$ cat config.mk
export PLATFORM = sky130hd
export DESIGN_NAME = strobe_bank_flat
export DESIGN_NICKNAME = d
export VERILOG_FILES = /design/src/rtl/strobe_bank_if.sv /design/src/rtl/strobe_bank.sv /design/src/flat_wrapper.sv
export SDC_FILE = /design/constraint.sdc
export NUM_CORES = 1
export LEC_CHECK = 0
export CORE_MARGIN = 1
export CORE_UTILIZATION = 51
export CTS_BUF_LIST = sky130_fd_sc_hd__clkbuf_8
export DETAILED_ROUTE_END_ITERATION = 8
export GPL_TIMING_DRIVEN = 0
export PLACE_DENSITY = 0.88
export SYNTH_ARGS = -nofsm -noshare
export SYNTH_HDL_FRONTEND = slang
export SYNTH_SLANG_ARGS = --single-unit
$ cat constraint.sdc
create_clock -name clk -period 2.39 [get_ports clk]
set_clock_uncertainty 0.2 [all_clocks]
set_input_delay 0.478 -clock clk [delete_from_list [all_inputs] [get_ports clk]]
set_output_delay 0.478 -clock clk [all_outputs]
set_load 0.01 [all_outputs]
$ cat src/rtl/strobe_bank_if.sv
// Bundle of per-channel level inputs, mode/clear controls and event outputs for strobe_bank.
interface strobe_bank_if #(
  parameter int unsigned CHANNELS  = 4,
  parameter int unsigned CNT_WIDTH = 8
);
  logic [CHANNELS-1:0]           in;
  logic [2*CHANNELS-1:0]         mode;
  logic [CHANNELS-1:0]           clear;
  logic [CHANNELS-1:0]           strobe;
  logic [CHANNELS-1:0]           pending;
  logic [CHANNELS*CNT_WIDTH-1:0] count;
  logic [CHANNELS-1:0]           level;

  // Consumer side: drives levels and controls, observes events.
  modport master (
    output in, mode, clear,
    input  strobe, pending, count, level
  );

  // Generator side.
  modport slave (
    input  in, mode, clear,
    output strobe, pending, count, level
  );
endinterface

$ cat src/rtl/strobe_bank.sv
// Multi-channel edge-strobe generator: optional synchroniser, run-time edge select, hold-off
// window, one-cycle registered strobe, sticky pending flag and saturating event counter.
module strobe_bank #(
  parameter int unsigned CHANNELS    = 4,
  parameter int unsigned SYNC_STAGES = 2,
  parameter int unsigned HOLDOFF     = 0,
  parameter int unsigned CNT_WIDTH   = 8,
  parameter bit          RESET_PRIME = 1'b1
) (
  input logic         clk,
  input logic         reset,
  strobe_bank_if.slave bus
);
  localparam int unsigned HoW      = (HOLDOFF > 0) ? $clog2(HOLDOFF + 1) : 1;
  localparam int unsigned PrimeMax = SYNC_STAGES + 1;
  localparam int unsigned PrW      = $clog2(PrimeMax + 1);
  localparam logic [HoW-1:0]       HoLoad = HoW'(HOLDOFF);
  localparam logic [CNT_WIDTH-1:0] CntMax = '1;
  localparam logic [CNT_WIDTH-1:0] CntOne = CNT_WIDTH'(1);

  logic [CHANNELS-1:0]  s;          // synchronised level
  logic [CHANNELS-1:0]  p_q;        // s delayed one cycle
  logic [CHANNELS-1:0]  acc;        // qualified edge accepted this cycle
  logic [CHANNELS-1:0]  strobe_q;
  logic [CHANNELS-1:0]  pending_q;
  logic [HoW-1:0]       ho_q  [CHANNELS];
  logic [CNT_WIDTH-1:0] cnt_q [CHANNELS];
  logic                 primed;

  if (SYNC_STAGES == 0) begin : g_nosync
    assign s = bus.in;
  end else begin : g_sync
    logic [CHANNELS-1:0] sync_q [SYNC_STAGES];

    // Shift raw levels through the synchroniser chain.
    always_ff @(posedge clk or posedge reset) begin
      if (reset) begin
        for (int i = 0; i < int'(SYNC_STAGES); i++) sync_q[i] <= '0;
      end else begin
        sync_q[0] <= bus.in;
        for (int i = 1; i < int'(SYNC_STAGES); i++) sync_q[i] <= sync_q[i-1];
      end
    end

    assign s = sync_q[SYNC_STAGES-1];
  end

  if (RESET_PRIME) begin : g_prime
    logic [PrW-1:0] prime_q;

    // Count edges after reset until the pipeline holds real input history.
    always_ff @(posedge clk or posedge reset) begin
      if (reset) begin
        prime_q <= '0;
      end else if (prime_q != PrW'(PrimeMax)) begin
        prime_q <= prime_q + 1'b1;
      end
    end

    assign primed = (prime_q == PrW'(PrimeMax));
  end else begin : g_noprime
    assign primed = 1'b1;
  end

  // Edge qualification: mode bit0 selects rising, bit1 falling; hold-off discards edges.
  always_comb begin
    acc = '0;
    for (int c = 0; c < int'(CHANNELS); c++) begin
      acc[c] = primed && (ho_q[c] == '0) &&
               ((bus.mode[2*c] && s[c] && !p_q[c]) ||
                (bus.mode[2*c+1] && !s[c] && p_q[c]));
    end
  end

  // Edge history, strobe pulse and hold-off window.
  always_ff @(posedge clk or posedge reset) begin
    if (reset) begin
      p_q      <= '0;
      strobe_q <= '0;
      for (int c = 0; c < int'(CHANNELS); c++) ho_q[c] <= '0;
    end else begin
      p_q      <= s;
      strobe_q <= acc;
      for (int c = 0; c < int'(CHANNELS); c++) begin
        if (acc[c]) begin
          ho_q[c] <= HoLoad;
        end else if (ho_q[c] != '0) begin
          ho_q[c] <= ho_q[c] - 1'b1;
        end
      end
    end
  end

  // Sticky pending and saturating count; an event in the same cycle as clear wins.
  always_ff @(posedge clk or posedge reset) begin
    if (reset) begin
      pending_q <= '0;
      for (int c = 0; c < int'(CHANNELS); c++) cnt_q[c] <= '0;
    end else begin
      for (int c = 0; c < int'(CHANNELS); c++) begin
        if (acc[c]) begin
          pending_q[c] <= 1'b1;
          if (bus.clear[c]) begin
            cnt_q[c] <= CntOne;
          end else if (cnt_q[c] != CntMax) begin
            cnt_q[c] <= cnt_q[c] + 1'b1;
          end
        end else if (bus.clear[c]) begin
          pending_q[c] <= 1'b0;
          cnt_q[c]     <= '0;
        end
      end
    end
  end

  for (genvar c = 0; c < int'(CHANNELS); c++) begin : g_cnt_out
    assign bus.count[c*CNT_WIDTH +: CNT_WIDTH] = cnt_q[c];
  end

  assign bus.strobe  = strobe_q;
  assign bus.pending = pending_q;
  assign bus.level   = s;
endmodule
$ cat src/flat_wrapper.sv
// flat-port wrapper written by rule: the top's interface ports become plain ports
module strobe_bank_flat 
#(
  parameter int unsigned CHANNELS    = 4,
  parameter int unsigned SYNC_STAGES = 2,
  parameter int unsigned HOLDOFF     = 0,
  parameter int unsigned CNT_WIDTH   = 8,
  parameter bit          RESET_PRIME = 1'b1
)
  (clk, reset, bus_in, bus_mode, bus_clear, bus_strobe, bus_pending, bus_count, bus_level);
  strobe_bank_if #(.CHANNELS(CHANNELS), .CNT_WIDTH(CNT_WIDTH)) bus_i ();
  input logic clk;
  input logic reset;
  input wire logic [$bits(bus_i.in)-1:0] bus_in;
  input wire logic [$bits(bus_i.mode)-1:0] bus_mode;
  input wire logic [$bits(bus_i.clear)-1:0] bus_clear;
  output wire logic [$bits(bus_i.strobe)-1:0] bus_strobe;
  output wire logic [$bits(bus_i.pending)-1:0] bus_pending;
  output wire logic [$bits(bus_i.count)-1:0] bus_count;
  output wire logic [$bits(bus_i.level)-1:0] bus_level;
  assign bus_i.in = bus_in;
  assign bus_i.mode = bus_mode;
  assign bus_i.clear = bus_clear;
  assign bus_strobe = bus_i.strobe;
  assign bus_pending = bus_i.pending;
  assign bus_count = bus_i.count;
  assign bus_level = bus_i.level;
  strobe_bank #(.CHANNELS(CHANNELS), .SYNC_STAGES(SYNC_STAGES), .HOLDOFF(HOLDOFF), .CNT_WIDTH(CNT_WIDTH), .RESET_PRIME(RESET_PRIME)) u_core (.clk(clk), .reset(reset), .bus(bus_i));
endmodule
# Word-level counts from Yosys, hierarchy flattened
# Cells that the tools add are included.
# totals
romBits,0
out_inout_bits,44
ff_bits,58
mem_bits_rw,0
latchBits,0
memories,0
# classes
shifts,0
add_sub_neg,9
n_reduce_logical,48
eq_ne,6
n_mul,0
mux,32
div,0
magnitude_cmp,0
bitwise,4
# ops
operator,count
two-way mux 8 bit,16
"adder 8 x 1 -> 8 bit, second input constant",4
"!= test 8 bit, second input constant",4
logical AND 1 bit,24
two-way mux 1 bit,16
nonzero test 2 bit,8
logical NOT 1 bit,8
AND reduction 2 bit,4
logical OR 1 bit,4
NOT 1 bit,4
"subtractor 1 bit, second input constant",4
"adder 2 x 1 -> 2 bit, second input constant",1
"== test 2 bit, second input constant",1
"!= test 2 bit, second input constant",1

# Depth between registers and ports, before layout
# depth
depth_word,7
depth_mapped,8
depth_no_buf,6

# Worst setup path after synthesis
# No wires, ideal clock.
# synth_path
path_kind,reg2reg
startpoint,register u_core.cnt_q (netlist bit u_core.bus.count[24])
endpoint,register u_core.cnt_q (netlist bit u_core.bus.count[31])
synth_period_minus_slack_ps,2006
setup_slack_ps,384
arrival_ps,1728
stages_incl_launch_ff,7
n_path_buf,2
setup_time_ps,78
path_cell_list,dfrtp_1 -> ha_1 -> buf_1 -> and4_1 -> clkbuf_1 -> or4_1 -> a21oi_1
# synth_via
elab_chain_cells,4
# synth_rtl
element,line,rtl
from (decl),strobe_bank.sv:27,logic [CNT_WIDTH-1:0] cnt_q [CHANNELS];
"from (signal, indexed assignment)",strobe_bank.sv:104,cnt_q[c] <= CntOne;
"from (signal, indexed assignment)",strobe_bank.sv:106,cnt_q[c] <= cnt_q[c] + 1'b1;
adder 8 x 1 -> 8 bit,strobe_bank.sv:106,
two-way mux 8 bit,strobe_bank.sv:105,end else if (cnt_q[c] != CntMax) begin
two-way mux 8 bit,strobe_bank.sv:103,if (bus.clear[c]) begin
two-way mux 8 bit,strobe_bank.sv:101,if (acc[c]) begin
# Parallel ways exist; a longest one is shown, timed or not. The select of a mux whose other input is x is not followed.
# A chain may end at the register's enable or synchronous reset.

# Final worst setup path
# layout_path
startpoint,register u_core.g_prime.prime_q[0]
endpoint,register u_core.cnt_q (netlist bit u_core.bus.count[2])
# layout_via
elab_chain_cells,5
# layout_rtl
element,line,rtl
from (decl),strobe_bank.sv:49,logic [PrW-1:0] prime_q;
from (signal assigned),strobe_bank.sv:56,prime_q <= prime_q + 1'b1;
== test 2 bit *,strobe_bank.sv:60,assign primed = (prime_q == PrW'(PrimeMax));
logical AND 1 bit * (2 in a row),strobe_bank.sv:69,acc[c] = primed && (ho_q[c] == '0) &&
net u_core.acc[0],strobe_bank.sv:23,logic [CHANNELS-1:0] acc;
nonzero test 2 bit (no source line),n/a,
AND reduction 2 bit (no source line),n/a,
# The timed path passes the listed nets; every way through them passes the cells marked *.

==> results by group <==
Layout
  • Final Cell Area: 3400 um2
  • Register area: 1350 um2
  • Area of the multi-input gates: 1090 um2
  • Share of cells above drive strength 1: 9.65%
  • FILL cells: ~380
  • Area growth from synthesis to layout: 30.0%
  • Ant diodes: 0
  • Final core utilization: 70.5%
  • Final #Nets: ~330
  • Non-Filler Instances: 378

Yosys
  • Yosys warnings: 0
  • Syn Area/Cell: 10.7 um2
  • Top post-synthesis cells by area: dfrtp_1, a21oi_1, ha_1
  • EDFF count, synth: 0
  • Mapped Nets: approximately 270
  • Ys flop type: dfrtp_1
  • Synth Cell Area: 2610 um2
  • Count leader, synth: dfrtp_1
  • Syn Inst Count: 245
  • Netlist cell types: 51
  • Seq cells post-synth: 54
  • Sequential element share of the synthesized area: between 50% and 60%
  • Yosys top cell by area: dfrtp_1
  • Post-synth top cells: dfrtp_1, a21oi_1, inv_1
  • Async set-reset flop share out of synthesis: 100%
  • Synth top area share: between 50% and 60%

Placement
  • Post-DP Area: 3290 um2
  • Placed Instances: 370
  • HPWL after DPL: approximately 3900 um
  • PortBufs: 57
  • RD Place Congestion: just over 0.8

GRT
  • Vias in the first global route: 2018
  • Grt ovf: 0
  • Largest net degree at the start of global routing: 43
  • Initial antenna violation count: 0
  • Gr usage total: 21.9%
  • Global-route wire length before repair: 9110 um

Routing
  • Wire per inst: 14.5 um
  • DRT Wirelength: 5480 um
  • DRC Markers: 0
  • Iter 0 DRT Violations: 93
  • Drt pass-1 iters: 4
  • Post-route ant nets: 0
  • Vias per cell: 5.82
  • Vias: 2199

CTS
  • Clock latency on the worst-skew pair: 0.30 ns
  • Clock Sink Count: 54
  • Setup bufs post-CTS: 0
  • H-tree Lvls: 2
  • CTS Buf Count: 5
  • CTS tree: yes
  • Worst-path clk slew: 0.09 ns
  • Post-CTS Resized: 0
  • Clock tree root driver cell: clkbuf_8
  • Maximum clock path buffer count: 2
  • Hold bufs inserted after CTS: 0

Critical path
  • Critical path fanouts, max: 10
  • R2R setup slack: approximately 0.22 ns
  • Crit start category: flip-flop
  • CP Data Required Time: roughly 2.4 ns
  • Crit path max-delay family: simple AND/OR/NAND/NOR gates
  • Worst path slowest cell: dfrtp_1
  • Worst setup EP type: flip-flop
  • Crit path buffers/inverters: 2
  • Critical-path cell list: ha_1, buf_6, and4b_1, nor2_2, inv_1, o2111a_1, nor3_1
  • Crit-path max cell delay: 0.41 ns
  • Critical path type: flip-flop to flip-flop
  • Crit path DAT: 2.19 ns

Pwr
  • Peak supply drop: 385 uV
  • Power density cells: ~530 nW/um2
  • Overall power: 1810 uW
  • Leakage Power: 0.00135 uW

Die
  • Die height: 73.6 um
  • Die W: between 70 and 80 um
  • Starting Density: 54.2%
  • Die area: around 5400 um2
  • Core area: 4820 um2
  • IO Pins: 62
  • Row count: 25

Run status
  • Status: finished, final reports clean

Timing
  • Period utilization: slightly above 90%
  • Final TNS setup: 0 ns
  • Slew Viols, Final: 0
  • Fmax: ~0.46 GHz
  • Post-layout min period: 2.17 ns
  • # setup viols final: 0
  • RSZ-0062 raised after global routing: false
  • Slew HR: 60.1%
  • Final hold viol count: 0
  • Slew @ Worst Pin: 0.584 ns

Worst hold path
  • Hold Crit Class: flip-flop to flip-flop

Flow run
  • Max-cap violation count: 0
## worst register-to-register path, cell delays in order (launching register included)
cell      delay, ns
dfrtp_1        0.41
ha_1           0.21
buf_6          0.15
and4b_1        0.24
nor2_2         0.32
inv_1          0.20
o2111a_1       0.17
nor3_1         0.19
## path summary, 6_finish.rpt
kind,from,cells past startpoint,endpoint
worst max-delay path,u_core.g_prime.prime_q[0],7,u_core.bus.count[2]
worst max register to register,u_core.g_prime.prime_q[0],7,u_core.bus.count[2]
min in group asynchronous,reset,2,u_core.bus.strobe[2]
max in group asynchronous,reset,3,u_core.bus.count[4]
worst min-delay path,u_core.g_sync.sync_q[7],0,u_core.bus.level[3]
worst min register to register,u_core.g_sync.sync_q[7],0,u_core.bus.level[3]
## final cells by class
cell class	count	area share, %
Multi-Input combinational cell	159	32.2
Clock buffer	5	2.03
Tap cell	67	2.47
Timing Repair Buffer	58	17.4
Sequential cell	54	39.8
Buffer	15	3.02
Clock inverter	3	1.18
Inverter	17	1.88
## sequential cells by signal (all words and copies together), names as in the netlist
| signal | flops |
|---|---|
| u_core.bus.level | 4 |
| u_core.g_sync.sync_q | 4 |
| u_core.bus.pending | 4 |
| u_core.bus.count | 32 |
| u_core.g_prime.prime_q | 2 |
| u_core.p_q | 4 |
| u_core.bus.strobe | 4 |
## per-stage QoR
stage	hold WS, ns	setup WS [ns]
after global routing	0.168	0.0485
final	0.154	0.223
after floorplan	0.131	0.384
after CTS	0.157	0.225
after global placement	0.133	-0.591
after detailed placement	0.135	0.0256
## power breakdown
part / switching [uW] / leakage (uW) / total [uW] / internal [uW]
Clock: 295 / 0.0000579 / 604 / 309
Combinational: 104 / 0.000594 / 220 / 116
Sequential: 33.6 / 0.000697 / 983 / 950
Total: 433 / 0.00135 / 1810 / 1370
## logic make-up (layout without fill, tap and decap cells)
kind of cell               after synthesis  after routing  share of synthesized area, %
muxes                                    4              4                          1.63
and+or+nand+nor                         83             83                          20.3
AOI/OAI and AO/OA                       64             64                          16.6
adders and majority gates                5              5                          2.39
DFF                                     54             54                          51.7
xor gates and xnor gates                 3              3                          1.01
buffers and inverters                   32             98                          6.37
## metal layers
layer	routed length (um)	up-vias	track usage, %
li1	-	1055	-
met3	272	10	4.94
met5	0	-	0
met4	57	0	6.84
met1	2500	1066	28.8
met2	2650	68	36.1
## layout by cell type (no fill, tap or decap), types with 5 or more instances in the layout
| cell | Yosys | layout |
|---|---|---|
| o21ai_0 | 10 | 10 |
| o31ai_1 | 6 | 6 |
| or4_1 | 6 | 6 |
| nand2_1 | 11 | 11 |
| nor3_1 | 5 | 5 |
| clkdlybuf4s50_1 | 0 | 57 |
| o41ai_1 | 5 | 5 |
| nand4_1 | 7 | 7 |
| ha_1 | 5 | 5 |
| and4_1 | 5 | 5 |
| inv_1 | 16 | 15 |
| clkbuf_8 | 0 | 5 |
| nand3_1 | 12 | 12 |
| dfrtp_1 | 54 | 54 |
| buf_1 | 5 | 5 |
| nor2_1 | 11 | 11 |
| a21oi_1 | 19 | 19 |
(Power assumes the default switching activity.)
